## src/rtl/mem_access_stage.sv

```systemverilog
// rtl/mem_access_stage.sv - RV32 memory-access pipeline stage (LW/SW with timeout, ALU pass-through)
module mem_access_stage #(
    parameter int unsigned TIMEOUT_CYCLES = 255
) (
    input  logic        clk,
    input  logic        rst_n,
    input  logic        in_valid,
    output logic        in_ready,
    input  logic [6:0]  opcode,
    input  logic [2:0]  funct3,
    input  logic [4:0]  rd,
    input  logic [31:0] alu_result,
    input  logic [31:0] store_data,
    output logic        dmem_req,
    output logic        dmem_we,
    output logic [31:0] dmem_addr,
    output logic [31:0] dmem_wdata,
    output logic [3:0]  dmem_wstrb,
    input  logic        dmem_gnt,
    input  logic        dmem_rvalid,
    input  logic [31:0] dmem_rdata,
    output logic        out_valid,
    input  logic        out_ready,
    output logic [4:0]  wb_rd,
    output logic [31:0] wb_data,
    output logic        wb_we,
    output logic        misalign,
    output logic        timeout
);

    localparam logic [6:0] OP_LOAD  = 7'b0000011;
    localparam logic [6:0] OP_STORE = 7'b0100011;
    localparam logic [6:0] OP_IMM   = 7'b0010011;
    localparam logic [6:0] OP_REG   = 7'b0110011;
    localparam logic [6:0] OP_LUI   = 7'b0110111;
    localparam logic [6:0] OP_AUIPC = 7'b0010111;
    localparam int unsigned CW = $clog2(TIMEOUT_CYCLES + 1);
    localparam logic [CW-1:0] CNT_LAST = CW'(TIMEOUT_CYCLES - 1);

    typedef enum logic [1:0] {S_IDLE, S_REQ, S_WAIT, S_RESP} state_t;

    state_t         state_q, state_d;
    logic           store_q, store_d;
    logic [4:0]     rd_q, rd_d;
    logic [31:0]    addr_q, addr_d;
    logic [31:0]    sdata_q, sdata_d;
    logic [CW-1:0]  cnt_q, cnt_d;
    logic [31:0]    wb_data_q, wb_data_d;
    logic           wb_we_q, wb_we_d;
    logic           misalign_q, misalign_d;
    logic           timeout_q, timeout_d;

    logic is_mem_op;
    logic is_alu_op;

    assign is_mem_op = ((opcode == OP_LOAD) || (opcode == OP_STORE)) && (funct3 == 3'b010);
    assign is_alu_op = (opcode == OP_IMM) || (opcode == OP_REG) ||
                       (opcode == OP_LUI) || (opcode == OP_AUIPC);

    always_ff @(posedge clk or negedge rst_n) begin
        if (!rst_n) begin
            state_q    <= S_IDLE;
            store_q    <= 1'b0;
            rd_q       <= '0;
            addr_q     <= '0;
            sdata_q    <= '0;
            cnt_q      <= '0;
            wb_data_q  <= '0;
            wb_we_q    <= 1'b0;
            misalign_q <= 1'b0;
            timeout_q  <= 1'b0;
        end else begin
            state_q    <= state_d;
            store_q    <= store_d;
            rd_q       <= rd_d;
            addr_q     <= addr_d;
            sdata_q    <= sdata_d;
            cnt_q      <= cnt_d;
            wb_data_q  <= wb_data_d;
            wb_we_q    <= wb_we_d;
            misalign_q <= misalign_d;
            timeout_q  <= timeout_d;
        end
    end

    always_comb begin
        state_d    = state_q;
        store_d    = store_q;
        rd_d       = rd_q;
        addr_d     = addr_q;
        sdata_d    = sdata_q;
        cnt_d      = cnt_q;
        wb_data_d  = wb_data_q;
        wb_we_d    = wb_we_q;
        misalign_d = misalign_q;
        timeout_d  = timeout_q;
        unique case (state_q)
            S_IDLE: begin
                if (in_valid) begin
                    store_d    = (opcode == OP_STORE);
                    rd_d       = rd;
                    addr_d     = alu_result;
                    sdata_d    = store_data;
                    wb_data_d  = '0;
                    wb_we_d    = 1'b0;
                    misalign_d = 1'b0;
                    timeout_d  = 1'b0;
                    state_d    = S_RESP;
                    if (is_mem_op) begin
                        if (alu_result[1:0] != 2'b00) begin
                            misalign_d = 1'b1;
                        end else begin
                            cnt_d   = '0;
                            state_d = S_REQ;
                        end
                    end else if (is_alu_op) begin
                        wb_data_d = alu_result;
                        wb_we_d   = (rd != 5'd0);
                    end
                end
            end
            // Abort wins over a grant on the last budgeted cycle so REQ+WAIT never overruns.
            S_REQ: begin
                cnt_d = cnt_q + CW'(1);
                if (cnt_q == CNT_LAST) begin
                    timeout_d = 1'b1;
                    state_d   = S_RESP;
                end else if (dmem_gnt) begin
                    state_d = S_WAIT;
                end
            end
            S_WAIT: begin
                cnt_d = cnt_q + CW'(1);
                if (dmem_rvalid) begin
                    if (!store_q) begin
                        wb_data_d = dmem_rdata;
                        wb_we_d   = (rd_q != 5'd0);
                    end
                    state_d = S_RESP;
                end else if (cnt_q == CNT_LAST) begin
                    timeout_d = 1'b1;
                    state_d   = S_RESP;
                end
            end
            S_RESP: begin
                if (out_ready) begin
                    state_d = S_IDLE;
                end
            end
            default: state_d = S_IDLE;
        endcase
    end

    assign in_ready   = (state_q == S_IDLE);
    assign dmem_req   = (state_q == S_REQ);
    assign dmem_we    = dmem_req & store_q;
    assign dmem_addr  = dmem_req ? addr_q : 32'd0;
    assign dmem_wdata = dmem_we ? sdata_q : 32'd0;
    assign dmem_wstrb = dmem_we ? 4'b1111 : 4'b0000;
    assign out_valid  = (state_q == S_RESP);
    assign wb_rd      = rd_q;
    assign wb_data    = wb_data_q;
    assign wb_we      = out_valid & wb_we_q;
    assign misalign   = out_valid & misalign_q;
    assign timeout    = out_valid & timeout_q;

endmodule

```

## config.mk

```make
export PLATFORM = sky130hd
export DESIGN_NAME = mem_access_stage
export DESIGN_NICKNAME = d
export VERILOG_FILES = /design/src/rtl/mem_access_stage.sv
export SDC_FILE = /design/constraint.sdc
export NUM_CORES = 1
export LEC_CHECK = 0
export CORE_MARGIN = 1
export CORE_UTILIZATION = 39
export DETAILED_ROUTE_END_ITERATION = 6
export PLACE_DENSITY_LB_ADDON = 0.05
export RECOVER_POWER = 100
export SYNTH_ARGS = -nofsm -noshare
export SYNTH_HDL_FRONTEND = slang
export SYNTH_SLANG_ARGS = --single-unit
```

## constraint.sdc

```tcl
create_clock -name clk -period 1.84 [get_ports clk]
set_clock_uncertainty 0.15 [all_clocks]
set_input_delay 0.368 -clock clk [delete_from_list [all_inputs] [get_ports clk]]
set_output_delay 0.368 -clock clk [all_outputs]
set_load 0.05 [all_outputs]
```

# --- After elaboration in Yosys (flattened, before gate mapping) ---
# Index checks and enable logic that the tools add are counted.
totals:
  register_bits: 115
  in_bits: 117
  out_inout_bits: 112
  word_cells: 87
op_classes:
  addsub: 1
  n_eq_ne: 20
  n_mux: 34
  bitwise: 4
  reduce_logical: 18
op_table:
  columns: ["op", "count"]
  rows:
  - ["two-way mux 32 bit", 7]
  - ["case mux 32 bit (2 select lines)", 1]
  - ["two-way mux 8 bit", 3]
  - ["== test 7 x 6 -> 1 bit, second input constant", 3]
  - ["two-way mux 2 bit", 8]
  - ["case mux 8 bit (2 select lines)", 1]
  - ["== test 7 x 5 -> 1 bit, second input constant", 2]
  - ["AND reduction 4 bit", 3]
  - ["two-way mux 1 bit", 10]
  - ["inequality test 2 bit, second input constant", 5]
  - ["nonzero test 5 bit", 2]
  - ["adder 8 x 1 -> 8 bit, second input constant", 1]
  - ["== test 8 bit, second input constant", 1]
  - ["case mux 2 bit (4 select lines)", 1]
  - ["== test 7 x 2 -> 1 bit, second input constant", 1]
  - ["nonzero test 2 bit", 3]
  - ["AND 1 bit", 4]
  - ["== test 2 bit, second input constant", 2]
  - ["logical OR 1 bit", 4]
  - ["two-way mux 4 bit", 1]
  - ["inequality test 2 x 1 -> 1 bit, second input constant", 2]
  - ["== test 3 x 2 -> 1 bit, second input constant", 1]
  - ["inequality test 3 x 1 -> 1 bit, second input constant", 1]
  - ["inequality test 3 bit, second input constant", 1]
  - ["9 further kinds", 9]

# --- Logic depth before layout (Yosys ltp) ---
logic_depth:
  ltp_word: 8
  ltp_mapped: 9
  depth_no_buf: 6

# --- Worst setup path before layout ---
# Ideal clock, no wire load.
synth_timing:
  kind: "flip-flop to output port"
  start: "register state_q[1]"
  end: "output port dmem_wstrb[0]"
  arrival_ps: 2329
  t_required_ps: 1322
  setup_slack_ps: -1007
  path_stages_with_launch: 7
  n_path_buf: 3
  cell_sequence: "dfrtp_1 inv_1 ha_1 clkbuf_1 clkbuf_1 and2_1 buf_4"
synth_between:
  elab_chain_len: 3
synth_rtl:
  columns: ["item", "line_no", "source"]
  rows:
  - ["start, declared", "42", "state_t state_q, state_d;"]
  - ["start signal, assigned", "73", "state_q <= state_d;"]
  - ["== test 2 x 1 -> 1 bit", "155", "assign dmem_req = (state_q == S_REQ);"]
  - ["via dmem_req", "14", "output logic dmem_req,"]
  - ["AND 1 bit", "156", "assign dmem_we = dmem_req & store_q;"]
  - ["via dmem_we", "15", "output logic dmem_we,"]
  - ["two-way mux 4 bit", "159", "assign dmem_wstrb = dmem_we ? 4'b1111 : 4'b0000;"]
  - ["end, declared", "18", "output logic [3:0] dmem_wstrb,"]
# The timed path passes the listed nets, and every way through them passes these cells.

# --- Final worst setup path ---
layout_timing:
  start: "register state_q[0]"
  end: "output port dmem_wdata[6]"
layout_between:
  elab_chain_len: 3
layout_rtl:
  columns: ["item", "line_no", "source"]
  rows:
  - ["== test 2 x 1 -> 1 bit", "155", null]
  - ["AND 1 bit", "156", null]
  - ["two-way mux 32 bit", "158", "assign dmem_wdata = dmem_we ? sdata_q : 32'd0;"]
  - ["end, declared", "17", "output logic [31:0] dmem_wdata,"]
# Every way passes these cells.

==> impl_summary.md <==
CTS
The clock net in this run drives a total of 115 sinks. Counting along the longest clock path gives a buffer depth of 2. The number of buffers added by the clock tree synthesis step is 17. The number of levels in the clock H-tree is 4. The latest clock arrival within the worst-skew pair is 0.41 ns.

The buffer type at the clock tree root is sky130_fd_sc_hd__clkbuf_16. The clock transition time at the flip-flop clock pins of the worst setup and hold paths is 0.05 ns. TritonCTS built the clock tree.

Setup path
The worst register-to-register path ends at wb_data[17]. The worst setup path is of the flop to output pin kind. STA classifies the critical path endpoint as an output pin.

The slowest stage of the critical path belongs to the cell sky130_fd_sc_hd__dfrtp_1. The worst stage delay on the critical path is 0.40 ns. By instance count, the cell type seen most on the critical path is sky130_fd_sc_hd__buf_12. The critical path arrival is 1.72 ns. The path depth of the worst reg2reg path is 10.

STA classifies the critical path startpoint as a flop. Across all register-to-register paths, the minimum setup slack is -0.27 ns. The worst register-to-register path begins at state_q[1]. The required time at the endpoint of the critical path is 1.32 ns.

Along the worst path, the maximum fanout reaches 5. The critical path goes through buf_6, ha_4, buf_12, buf_8, and3_4, buf_12.

Finish
The end-of-flow core utilization is 75.36%. From synthesis to final layout, the design area changed by 88.33%. The final layout net count is 910. The number of antenna diodes in the final layout is 0. In the final layout, the share of cells above drive strength 1 is 46.12%. For this run, the number of standard cells in the final layout without fillers is 978. The number of fill cells in the layout is 949.

Run status
The flow ran to the end, but the final reports show violations. The checks that failed: negative setup slack.

Yosys
The average instance in the mapped netlist occupies 10.85 um^2. The cell count after synthesis is 512. The post-synthesis cell area is 0.005554 mm^2. The number of nets in the synthesized netlist is 635. Sorting the synthesized cells by area gives the leading types as sky130_fd_sc_hd__dfrtp_1 52%, sky130_fd_sc_hd__mux2_2 14%, sky130_fd_sc_hd__and2_1 4.2%.

The largest area contributor in the synthesized netlist is sky130_fd_sc_hd__dfrtp_1. Summed over its instances, the top area cell type makes up 51.81% of the synthesized netlist area. The sequential fraction of the synthesis area is 51.81%. In this run, synthesis produced a sequential element count of 115. For this run, the number of Yosys warnings is 0. The number of unique standard cell types used by synthesis is 41.

Timing
The achievable frequency is 447.6 MHz. Setup repair after global routing could not meet its margin everywhere. Setup violations remaining at the end of the flow were counted as 186.

The number of hold violations in the final report is 0. Measured against its own limit, the worst slew margin works out to 35.19%. The slack of the critical path is -0.3941 ns. For the pin with the worst max-slew slack, the measured transition is 0.9722 ns. The number of pins with negative max-slew slack in the final report is 0. After layout, the minimum clock period comes to 2.234 ns. After layout, the worst path uses 121.4% of the clock period.

Floorplan
For this design the top-level I/O count stands at 229. The area of the die is 0.01472 mm^2. The number of standard-cell rows in the floorplan is 43. The chip height is 121.3 um. The initial utilization of the core area, before any placement, comes to 40.01%. The total area inside the core boundary comes to 0.01388 mm^2. The horizontal extent of the die is 121.3 um.

Place
At the placement stage, the worst setup path has a slack of -0.2342 ns. Buffers placed on the I/O ports in this run total 228. The wire-length estimate of the detail-placed layout is 12,070 um. The cell count after placement is 913.

The final estimated routing congestion in global placement is 0.8177.

Job
Max-cap violations in this run came to 0.

Worst hold path
The worst hold path terminates at addr_q[26]. Along the worst hold path, the cell count comes to 1. The worst hold path belongs to the class flop to flop. In this run the most critical hold path is launched from addr_q[26].

GRT
Global routing used 25.21% of the available tracks. Entering global routing, the biggest net connects 47 pins. The first global-routing pass estimated 28,030 um of wire. The number of antenna violations at the first check in global routing is 0. The via count of the first global-routing pass is 5,180. The leftover overflow at the end of global routing is 0.

Detailed routing
Detailed routing inserted a total of 5,197 vias. Before antenna repair, the detailed router went through 4 iterations. The post-detailed-route DRC marker count is 0. The post-detailed-route wirelength per cell is 20.46 um.

The detailed router finished its first iteration with 416 violations. The final wirelength is 20,010 um. In the routed layout, each cell is associated on average with a via count of 5.314. In this run the remaining antenna-violating nets after routing total 0.

Power
The areal power density over the cells is 1792 mW/mm^2. Across the VDD grid, the largest voltage drop is 0.9916 mV. After layout, the design draws a total of 0.01875 W. The static power due to leakage is 4.599 nW.
[layout by cell type, fill, tap and decap left out, types with 27 or more instances in the layout]
cell                              netlist  routed
sky130_fd_sc_hd__buf_12                 0      88
sky130_fd_sc_hd__clkdlybuf4s50_1        0     115
sky130_fd_sc_hd__mux2_4                 0      47
sky130_fd_sc_hd__and3_4                 0      27
sky130_fd_sc_hd__nor2_1                35      35
sky130_fd_sc_hd__clkbuf_2               0      38
sky130_fd_sc_hd__nand2_1               42      41
sky130_fd_sc_hd__dfrtp_1              115     115
sky130_fd_sc_hd__nand3_1               40      40
sky130_fd_sc_hd__and2_4                 1      34
sky130_fd_sc_hd__a31oi_1               33      33
[flip-flops by register name (all words and copies together), names as in the netlist]
register,flops
sdata_q,32
state_q,2
wb_data,32
wb_we_q,1
timeout_q,1
cnt_q,8
wb_rd,5
addr_q,32
misalign_q,1
store_q,1
[worst max path at each step]
stage	from	end	slack [ns]	cells after the start
6_report	state_q[0]	dmem_wdata[6]	-0.39	6
5_1_grt	state_q[1]	dmem_wdata[4]	-0.45	5
4_1_cts	state_q[0]	dmem_wdata[7]	-0.38	5
3_5_place_dp	alu_result[1]	cnt_q[7]	-0.23	5
3_3_place_gp	alu_result[1]	cnt_q[5]	-0.21	5
2_1_floorplan	state_q[1]	dmem_wstrb[0]	-0.22	6
[worst max-delay path: cells and delay by family (launching register included)]
| family | cells | cell delay, ns |
|---|---|---|
| simple gates | 1 | 0.18 |
| fa+ha+maj | 1 | 0.19 |
| buf+inv | 4 | 0.53 |
| flops | 1 | 0.40 |
[metal layers]
layer / global-route usage [%] / share of wire (%) / vias up
li1: - / - / 2353
met1: 29.92 / 39 / 2573
met2: 42.54 / 51 / 243
met3: 7.754 / 8.5 / 28
met4: 9.491 / 2.1 / 0
met5: 0 / 0 / -
[cell families (layout without fill, tap and decap cells)]
group           after synthesis  in the layout  share of synthesized area, %
compound gates               64             64                         7.862
fa+ha+maj                     6              6                         1.352
buf+inv                      47            332                         4.370
flops                       115            115                         51.81
mux                          74             74                         14.89
simple gates                206            207                         19.71
[power by group]
group | leakage [nW] | switching (W) | internal [W]
combinational | 2.94 | 0.00588 | 0.00519
sequential | 1.38 | 0.000766 | 0.00380
clock | 0.279 | 0.00111 | 0.00201
[metrics by stage]
stage / hold slack, ns / setup TNS [ns] / instance area, um^2
floorplan: -0.07759 / -12.07 / 5798
global placement: 0.1083 / -10.24 / 9094
detailed placement: 0.1092 / -14.48 / 9094
CTS: 0.2183 / -32.80 / 10010
global route: 0.3635 / -50.92 / 10460
finish: 0.3481 / -39.02 / 10460
[final cells by class]
type	instances	area, um^2	share of cell area (%)
clock buffer	25	505.5	4.833
sequential	115	2878	27.51
clock inverter	5	50.05	0.4785
timing repair buffer	296	3819	36.51
multi-input combinational	351	2955	28.25
tap	180	225.2	2.153
inverter	6	27.53	0.2632
[cells in the mapped netlist (all sizes together)]
cell,instances
dfrtp,115
mux2,69
nand2,42
nand3,41
and2,38
nor2,35
a31oi,33
and3,32
buf,21
clkbuf,20
a21oi,6
ha,6
inv,6
o21ai,6
a211oi,5
mux2i,5
o211ai,4
o21bai,4
nand3b,3
nor2b,3
and4bb,2
nor3,2
o31ai,2
or3,2
or4,2
a21o,1
a32oi,1
nand2b,1
nand4,1
nor3b,1
o22ai,1
o32ai,1
or2b,1
[timing repair]
action                                  CTS  global route
endpoints found under the setup margin  112           189
pin swaps                                13            12
hold buffers                              1             0
setup buffers                            11             9
resized for setup                        40            81
hold endpoints to repair                 54             0
gates cloned                              5            12
Power figures use the tool's default switching activity.
